$ cat config.mk
export PLATFORM = sky130hd
export DESIGN_NAME = spi_cfg_ctrl
export DESIGN_NICKNAME = d
export VERILOG_FILES = /design/src/rtl/spi_cfg_pkg.sv /design/src/rtl/spi_shift_reg.sv /design/src/rtl/spi_cfg_ctrl.sv
export SDC_FILE = /design/constraint.sdc
export NUM_CORES = 1
export LEC_CHECK = 0
export ABC_CLOCK_PERIOD_IN_PS = 1900
export CAP_MARGIN = 5
export CORE_UTILIZATION = 48
export CTS_CLUSTER_SIZE = 14
export DETAILED_ROUTE_END_ITERATION = 16
export PLACE_DENSITY = 0.8
export SKIP_LAST_GASP = 1
export SLEW_MARGIN = 15
export SYNTH_ARGS = -nofsm -noshare
export SYNTH_HDL_FRONTEND = slang
export SYNTH_SLANG_ARGS = --single-unit
export TNS_END_PERCENT = 10
$ cat constraint.sdc
create_clock -name clk -period 1.9 [get_ports clk]
set_clock_uncertainty 0.05 [all_clocks]
set_input_delay 0.38 -clock clk [delete_from_list [all_inputs] [get_ports clk]]
set_output_delay 0.38 -clock clk [all_outputs]
set_load 0.02 [all_outputs]
$ cat src/rtl/spi_cfg_pkg.sv
// rtl/spi_cfg_pkg.sv - shared states and command framing constants for spi_cfg_ctrl
package spi_cfg_pkg;

  typedef enum logic [2:0] {
    IDLE,
    CMD,
    RD_REQ,
    RD_LOAD,
    DATA,
    WR_STB,
    DONE
  } state_t;

  localparam int CMD_W  = 8;
  localparam int RW_BIT = 7;

endpackage

$ cat src/rtl/spi_shift_reg.sv
// rtl/spi_shift_reg.sv - MSB-first shift register with parallel load
module spi_shift_reg #(
  parameter int W = 16
) (
  input  logic         clk,
  input  logic         n_rst,
  input  logic         load,
  input  logic [W-1:0] load_data,
  input  logic         shift_en,
  input  logic         sin,
  output logic [W-1:0] q,
  output logic         msb
);

  always_ff @(posedge clk or negedge n_rst) begin
    if (!n_rst) begin
      q <= '0;
    end else if (load) begin
      q <= load_data;
    end else if (shift_en) begin
      q <= {q[W-2:0], sin};
    end
  end

  assign msb = q[W-1];

endmodule

$ cat src/rtl/spi_cfg_ctrl.sv
// rtl/spi_cfg_ctrl.sv - SPI-slave command/data framer driving register write and read strobes
module spi_cfg_ctrl
  import spi_cfg_pkg::*;
#(
  parameter int WORD_W = 16,
  parameter int ADDR_W = 7
) (
  input  logic              clk,
  input  logic              n_rst,
  input  logic              nss_fall,
  input  logic              rise_edge,
  input  logic              fall_edge,
  input  logic              mosi_s,
  input  logic [WORD_W-1:0] rd_data,
  output logic              wr_en,
  output logic              rd_en,
  output logic [ADDR_W-1:0] addr,
  output logic [WORD_W-1:0] wr_data,
  output logic              miso,
  output logic              busy,
  output logic              frame_err
);

  localparam int CNT_W = $clog2(WORD_W + 1);
  localparam logic [CNT_W-1:0] CMD_LAST  = CNT_W'(CMD_W - 1);
  localparam logic [CNT_W-1:0] DATA_LAST = CNT_W'(WORD_W - 1);

  state_t             state;
  logic [CNT_W-1:0]   bit_cnt;
  logic               rw;
  logic [WORD_W-1:0]  rx_q;
  logic               tx_msb;
  logic [CMD_W-1:0]   cmd;
  logic               rx_shift;
  logic               tx_load;
  logic               tx_shift;

  // Command byte as it will look once the bit on mosi_s is shifted in.
  assign cmd      = {rx_q[CMD_W-2:0], mosi_s};
  assign rx_shift = rise_edge && !nss_fall && (state == CMD || state == DATA);
  assign tx_load  = (state == RD_LOAD) && !nss_fall;
  // The fall right after the last command bit arrives with bit_cnt 0 and must not shift.
  assign tx_shift = (state == DATA) && !rw && fall_edge && (bit_cnt != '0) && !nss_fall;
  assign miso     = (state == DATA && !rw) ? tx_msb : 1'b0;

  spi_shift_reg #(.W(WORD_W)) u_rx_sr (
    .clk       (clk),
    .n_rst     (n_rst),
    .load      (1'b0),
    .load_data ('0),
    .shift_en  (rx_shift),
    .sin       (mosi_s),
    .q         (rx_q),
    .msb       ()
  );

  spi_shift_reg #(.W(WORD_W)) u_tx_sr (
    .clk       (clk),
    .n_rst     (n_rst),
    .load      (tx_load),
    .load_data (rd_data),
    .shift_en  (tx_shift),
    .sin       (1'b0),
    .q         (),
    .msb       (tx_msb)
  );

  always_ff @(posedge clk or negedge n_rst) begin
    if (!n_rst) begin
      state     <= IDLE;
      bit_cnt   <= '0;
      rw        <= 1'b0;
      wr_en     <= 1'b0;
      rd_en     <= 1'b0;
      addr      <= '0;
      wr_data   <= '0;
      busy      <= 1'b0;
      frame_err <= 1'b0;
    end else begin
      wr_en     <= 1'b0;
      rd_en     <= 1'b0;
      frame_err <= 1'b0;
      if (nss_fall) begin
        // A new frame always wins, aborting whatever was in flight.
        state     <= CMD;
        bit_cnt   <= '0;
        busy      <= 1'b1;
        frame_err <= (state != IDLE) && (state != DONE);
      end else begin
        case (state)
          IDLE: ;
          CMD: begin
            if (rise_edge) begin
              if (bit_cnt == CMD_LAST) begin
                addr    <= cmd[ADDR_W-1:0];
                rw      <= cmd[RW_BIT];
                bit_cnt <= '0;
                if (cmd[RW_BIT]) begin
                  state <= DATA;
                end else begin
                  state <= RD_REQ;
                  rd_en <= 1'b1;
                end
              end else begin
                bit_cnt <= bit_cnt + 1'b1;
              end
            end
          end
          RD_REQ:  state <= RD_LOAD;
          RD_LOAD: state <= DATA;
          DATA: begin
            if (rise_edge) begin
              if (bit_cnt == DATA_LAST) begin
                bit_cnt <= '0;
                if (rw) begin
                  wr_data <= {rx_q[WORD_W-2:0], mosi_s};
                  state   <= WR_STB;
                end else begin
                  state <= DONE;
                end
              end else begin
                bit_cnt <= bit_cnt + 1'b1;
              end
            end
          end
          WR_STB: begin
            wr_en <= 1'b1;
            state <= DONE;
          end
          DONE:    busy <= 1'b0;
          default: state <= IDLE;
        endcase
      end
    end
  end

endmodule
==> results by group, run 1 <==
Place
  – Cell Area, Placed: 0.00371 mm²
  – Final weighted congestion in routability-driven placement: around 0.8
  – HPWL Detailed: 3830 µm
  – # port buffers: just under 50
  – Post-placement setup slack: -153 ps

CTS
  – TritonCTS Sinks: 67
  – Clock Path Buffers: 2
  – TritonCTS clock tree: built
  – CTS Root Cell: clkbuf_8
  – Clk_lat worst skew: about 340 ps
  – Number of buffers inserted for hold repair after clock tree synthesis: 0
  – H-tree Lvls: 3
  – Number of buffers created by CTS: 9
  – Post-CTS clock slew at the launch and capture registers of the worst setup and hold paths: 70 ps

Synth
  – Compound-Gate Fraction of Synth Area: 0.122
  – Syn avg cell area: 12.9 µm²
  – Register area share after synthesis: 0.562
  – Post-Synth Adder-Cell Area: 0.0210
  – Area share of and/or/nand/nor cells after synthesis: 0.104
  – Number of flops mapped to enable cells by yosys: 0
  – Post-synthesis xor/xnor area fraction: 0.00294
  – Number of different library cells in the post-synthesis netlist: between 40 and 50
  – Proportion of synthesized flip-flops having asynchronous set or reset: 1.00
  – Area of the mapped netlist: approximately 0.0030 mm²
  – Count of yosys warnings during synthesis: 0
  – Cells after Synth: 232
  – Synth Register Bits: 67
  – Post-synth top flop: dfrtp_1
  – Proportion of synthesized area in mux cells: 0.154
  – Dominant combinational cell family by area after synthesis: multiplexers
  – Syn Nets: 259

Die
  – Placeable core region: 0.00596 mm²
  – Area enclosed by the die boundary: around 0.0065 mm²
  – Effective utilization at floorplan: 0.501
  – Overall die height: 80.8 µm
  – Site Rows: 28
  – Floorplan die width: 80.8 µm
  – I/O Pins: 50

Detailed routing
  – Number of optimization iterations in the first detailed-route pass: 4
  – Detailed-route wire length per cell: approximately 16 µm
  – Antenna-violating nets left: 0
  – Final routed wirelength across all metal layers: ~6000 µm
  – Number of remaining DRC errors: 0
  – Starting DRT DRC Count: 99
  – Vias post-DR: 2089
  – Detail-routed via count per cell: between 5 and 6

Setup path
  – Required time reported for the critical path endpoint: 2070 ps
  – Nature of the critical path startpoint: flip-flop
  – CP Max Fanout: 23
  – Buffers & Inverters on Critical Path: 2
  – Cell class contributing the biggest share of worst-path delay: simple AND/OR/NAND/NOR gates
  – Cell with the largest stage delay on the worst path: or3b_1
  – Delay of the slowest critical-path stage: 410 ps
  – Arrival time of the worst setup path: between 2000 and 2500 ps
  – WS Path Type: flip-flop to flip-flop
  – Crit. End Element: flip-flop
  – Cells along the critical path: or3b_1, buf_4, nor4_4, buf_12, nor3b_1, a221o_1

STA
  – Final count of pins violating max slew: 0
  – Final-layout setup total negative slack: -118 ps
  – Minimum period implied by the final worst setup slack: roughly 1900 ps
  – Normalized max-slew margin: 0.754
  – Post-route worst setup slack: -30.8 ps
  – Setup violation total in the final timing report: 7
  – Hold violation count in the final report: 10
  – Unrepaired setup endpoints after global routing: yes
  – Worst hold slack after final layout: -10.2 ps
  – Peak Freq: between 0.5 and 0.6 GHz
  – Actual slew at the worst max-slew pin: between 300 and 400 ps
  – Ratio of final minimum period to clock period: 1.02

GRT
  – Number of antenna violations at the first check in global routing: 0
  – Global-route wire length before repair: 9840 µm
  – Maximum number of pins on one net before global-route repair: just under 70
  – Overall routing resource usage: 0.203
  – Total overflow reported by the global router: 0
  – Via count of the first global-routing pass: 2087

Power and ir drop
  – Cell Pwr Density: 976 mW/mm²
  – Worst vdd ir: between 0.5 and 0.6 mV
  – Leakage power: 1.86 nW

Outcome
  – Failing checks: negative hold slack, negative setup slack
  – Outcome: complete, but fails checks

Cells and area
  – Most frequent standard cell in the layout excluding fill and tap cells: dfrtp_1
  – Layout cell share with drive strength beyond 1: 0.170
  – Area growth from synthesis to final layout: 32.5%
  – Commonest cells after routing, fill and taps aside: dfrtp_1 (67), clkdlybuf4s50_1 (47), mux2_1 (35), buf_4 (16), a22o_1 (11)
  – Fillcell total: 467
  – Ant. Diodes: 0
  – Final #Nets: 330
  – Non-Filler Cell Area, Final: 0.00395 mm²

Min path
  – Hold Path Class: primary input to asynchronous set/reset pin

Run
  – Number of max-cap violations: 0
-- sequential cells by signal (all words and copies together) (netlist names), 3 cells and up --
name       flops
u_rx_sr.q     15
addr           7
wr_data       16
state          3
u_tx_sr.q     16
bit_cnt        5
-- cell type report --
cell class              count  area, µm²  area share
inverters                  11       41.3      0.0104
repair buffers             71        726       0.184
clock inverters             3       17.5     0.00443
clock buffers              11        131      0.0332
multi-input cells         143       1260       0.320
well taps                  75       93.8      0.0237
flip-flops and latches     67       1680       0.424
-- through the flow --
step           std cells  hold WS, ps  total power, W  utilization
6_report             381        -10.2         0.00386        0.663
5_1_grt              381         15.5         0.00408        0.663
4_1_cts              378         1.18         0.00386        0.649
3_5_place_dp         364          373         0.00289        0.623
3_3_place_gp         364          373         0.00284        0.623
2_1_floorplan        232         34.4         0.00253            -
-- cell families after synthesis --
| logic type | after synthesis |
|---|---|
| flip-flops | 67 |
| AND/OR/NAND/NOR | 49 |
| AO/OA/AOI/OAI | 47 |
| multiplexers | 41 |
| buffers and inverters | 22 |
| adder cells (fa/ha/maj) | 5 |
| XOR/XNOR | 1 |
-- power by group --
| group | switching (W) | leakage (nW) | internal, W | total (W) |
|---|---|---|---|---|
| registers | 0.000271 | 0.876 | 0.00178 | 0.00205 |
| logic | 0.000365 | 0.909 | 0.000476 | 0.000841 |
| clock network | 0.000514 | 0.0750 | 0.000455 | 0.000969 |
| total | 0.00115 | 1.86 | 0.00271 | 0.00386 |
-- timing repair --
item                       4_1_cts  5_1_grt
setup endpoints to repair       21       34
pin swaps                        1        2
buffers inserted                 0        2
cloned                           0        1
hold endpoints to repair         0        0
resized for setup                8        8
-- layer usage --
metal / wire length (µm) / GRT usage / up-vias
met1: 2680 / 0.267 / 1048
met5: 0 / 0 / -
met2: 2980 / 0.320 / 53
li1: - / - / 981
met4: 69 / 0.118 / 0
met3: 225 / 0.0303 / 7
-- cell usage after synthesis (2+ instances only) --
| cell | instances | share of area |
|---|---|---|
| or3b_1 | 2 | 0.0059 |
| a21oi_1 | 3 | 0.0050 |
| nor3b_1 | 7 | 0.018 |
| nor2b_1 | 2 | 0.0042 |
| a21o_1 | 10 | 0.025 |
| o22ai_1 | 2 | 0.0042 |
| nor2_1 | 7 | 0.0088 |
| a22o_1 | 11 | 0.032 |
| nand3_1 | 4 | 0.0067 |
| buf_6 | 2 | 0.0075 |
| clkbuf_1 | 6 | 0.0075 |
| nor2_2 | 2 | 0.0042 |
| ha_1 | 5 | 0.021 |
| and2b_1 | 2 | 0.0050 |
| a31oi_1 | 2 | 0.0042 |
| inv_1 | 10 | 0.013 |
| o21ai_0 | 3 | 0.0050 |
| nand2_1 | 8 | 0.010 |
| o311ai_1 | 2 | 0.0059 |
| nor3_1 | 2 | 0.0034 |
| a221o_1 | 4 | 0.013 |
| nand2b_1 | 5 | 0.010 |
| dfrtp_1 | 67 | 0.56 |
| buf_2 | 3 | 0.0050 |
| mux2_1 | 37 | 0.14 |
| mux2_2 | 3 | 0.011 |
-- path summary, 6_finish.rpt --
kind,startpoint,to,slack (ps),cells past startpoint
max,state[1],u_tx_sr.q[11],-30,6
max in group asynchronous,n_rst,bit_cnt[0],1520,2
max reg2reg,state[1],u_tx_sr.q[11],-30,6
min reg2reg,u_tx_sr.q[10],u_tx_sr.q[10],430,1
min,n_rst,addr[2],-10,2
min in group clk,u_tx_sr.q[10],u_tx_sr.q[10],430,1
(Power assumes the default switching activity.)
==> run 2: changes to the inputs <==
CORE_MARGIN = 2   (was unset)
==> results by group, run 2 (synthesis gave the netlist of run 1 again) <==
GRT
  – Overall routing resource usage: 0.189 (-0.0145)
  – Global-route wire length before repair: 10300 µm (+4.8%)
  – Maximum number of pins on one net before global-route repair: 68 (unchanged)
  – Number of antenna violations at the first check in global routing: 0 (unchanged)
  – Via count of the first global-routing pass: 2145 (+2.8%)
  – Total overflow reported by the global router: 0 (unchanged)

Power and ir drop
  – Worst vdd ir: 0.615 mV (+2.6%)
  – Combinational fraction of design power: 0.221 (+0.003)
  – Clock power share: 0.284 (+0.033)
  – Sw power: 0.00120 W (+4.1%)
  – Switching power share of the total: 0.288 (-0.0102)
  – Sequential fraction of design power: 0.494 (-0.037)
  – Leakage power: 1.94 nW (+4.2%)
  – Cell internal power dissipation: 0.00296 W (+9.3%)
  – Cell Pwr Density: 1010 mW/mm² (+3.3%)

Cells and area
  – Largest registers: u_tx_sr.q: 16 flops, wr_data: 16 flops, u_rx_sr.q: 15 flops
  – Area growth from synthesis to final layout: 38.1%
  – Commonest cells after routing, fill and taps aside: dfrtp_1 (67), clkdlybuf4s50_1 (47), mux2_1 (31), buf_4 (20)
  – Layout cell share with drive strength beyond 1: 0.217 (+0.0466)
  – Multi-input combinational cell area: 0.00131 mm² (+3.5%)
  – Storage cell area: 0.00168 mm² (unchanged)
  – Most frequent standard cell in the layout excluding fill and tap cells: dfrtp_1
  – Final standard cell utilization of the core: 0.692 (+0.0284)
  – Final #Nets: 337 (+2.1%)
  – Ant. Diodes: 0 (unchanged)
  – Fillcell total: 443 (-5.1%)
  – Non-Filler Cell Area, Final: 0.00412 mm² (+4.3%)

CTS
  – CTS Root Cell: clkbuf_8
  – Number of buffers created by CTS: 9 (unchanged)
  – TritonCTS Sinks: 67 (unchanged)
  – Clk_lat worst skew: 340 ps (about the same)
  – Post-CTS clock slew at the launch and capture registers of the worst setup and hold paths: 70 ps (about the same)
  – Clock Path Buffers: 2 (unchanged)
  – TritonCTS clock tree: built
  – H-tree Lvls: 3 (unchanged)

Die
  – Overall die height: 82.8 µm (+2.5%)
  – Site Rows: 28 (unchanged)
  – Effective utilization at floorplan: 0.501 (unchanged)
  – I/O Pins: 50 (unchanged)
  – Floorplan die width: 82.8 µm (+2.5%)
  – Placeable core region: 0.00596 mm² (unchanged)
  – Area enclosed by the die boundary: 0.00686 mm² (+5.0%)

Place
  – Cell Area, Placed: 0.00371 mm² (unchanged)
  – Final weighted congestion in routability-driven placement: 0.812 (about the same)
  – Post-placement setup slack: -153 ps (-0.287 ps)
  – HPWL Detailed: 3890 µm (+1.4%)
  – # port buffers: 49 (unchanged)

STA
  – Worst hold slack after final layout: 6.31 ps (+16.6 ps)
  – Setup violation total in the final timing report: 31 (+24)
  – Ratio of final minimum period to clock period: 1.07 (+0.0516)
  – Hold violation count in the final report: 0 (-10)
  – Final-layout setup total negative slack: -1620 ps (-1500 ps)
  – Post-route worst setup slack: -129 ps (-98.0 ps)
  – Actual slew at the worst max-slew pin: 378 ps (+8.83 ps)
  – Final count of pins violating max slew: 0 (unchanged)
  – Normalized max-slew margin: 0.748 (-0.00589)
  – Peak Freq: 0.493 GHz (-4.8%)
  – Minimum period implied by the final worst setup slack: 2030 ps (+98.0 ps)
  – Unrepaired setup endpoints after global routing: yes

Run
  – Number of max-cap violations: 0 (unchanged)

Setup path
  – Cells along the critical path: or3b_1, buf_4, nor4_4, buf_12, nor3b_1, a221o_1
  – Delay of the slowest critical-path stage: 430 ps (+20 ps)
  – Required time reported for the critical path endpoint: 2060 ps (about the same)
  – Nature of the critical path startpoint: flip-flop
  – Arrival time of the worst setup path: 2190 ps (+90 ps)
  – CP Max Fanout: 9 (-61%)
  – Crit. End Element: flip-flop
  – Cell with the largest stage delay on the worst path: or3b_1
  – WS Path Type: flip-flop to flip-flop

Detailed routing
  – Detailed-route wire length per cell: 17.5 µm (+12%)
  – Starting DRT DRC Count: 92 (-7.1%)
  – Number of optimization iterations in the first detailed-route pass: 4 (unchanged)
  – Final routed wirelength across all metal layers: 6810 µm (+14%)
  – Number of remaining DRC errors: 0 (unchanged)
  – Antenna-violating nets left: 0 (unchanged)
  – Detail-routed via count per cell: 5.51 (+0.43%)
  – Vias post-DR: 2142 (+2.5%)

Outcome
  – Failing checks: negative setup slack
  – Outcome: complete, but fails checks

Min path
  – Hold Path Class: primary input to asynchronous set/reset pin
## run 2: power by group through the flow
| stage | Sequential, W | Combinational, W | Clock (W) |
|---|---|---|---|
| floorplan | 0.00198 | 0.000551 | 0 |
| global placement | 0.00203 | 0.000804 | 0 |
| detailed placement | 0.00204 | 0.000846 | 0 |
| CTS | 0.00203 | 0.000858 | 0.00119 |
| global route | 0.00210 | 0.00101 | 0.00126 |
| finish | 0.00205 | 0.000921 | 0.00118 |
## run 2: worst paths after layout
check | start | endpoint | slack (ps) | cells after the start
max | state[1] | u_tx_sr.q[14] | -130 | 6
min | n_rst | addr[2] | 6 | 2
max reg2reg | state[1] | u_tx_sr.q[14] | -130 | 6
min reg2reg | u_tx_sr.q[10] | u_tx_sr.q[10] | 440 | 1
max in group asynchronous | n_rst | bit_cnt[0] | 1520 | 2
min in group clk | u_tx_sr.q[10] | u_tx_sr.q[10] | 440 | 1
## run 2: repair_timing
action	in CTS	in global routing
pin swaps	0	4
hold endpoints to repair	0	0
cloned	0	3
hold buffers	0	0
gates resized for setup	7	21
setup endpoints to repair	29	37
setup buffers	0	7
## run 2: metrics by stage
step                cells  power (W)
CTS                   379    0.00407
global route          389    0.00437
global placement      364    0.00283
finish                389    0.00416
floorplan             232    0.00253
detailed placement    364    0.00289
## run 2: layout make-up
class / count / share of cell area
flip-flops and latches: 67 / 0.407
multi-input cells: 143 / 0.318
repair buffers: 78 / 0.195
clock buffers: 13 / 0.0386
well taps: 75 / 0.0228
inverters: 11 / 0.0106
clock inverters: 2 / 0.00850
## run 2: per-layer routing
metal,vias up,routed length (µm),global-route usage
met5,-,0,0
met3,8,267,0.0497
li1,1000,-,-
met2,61,3530,0.295
met1,1073,2900,0.244
met4,0,114,0.0924
## run 2: worst max-delay path: cells and delay by family (launching register included)
kind	cells	cell delay [ps]
AOI/OAI and AO/OA	1	290
buffers and inverters	2	370
DFF	1	380
and+or+nand+nor	3	810
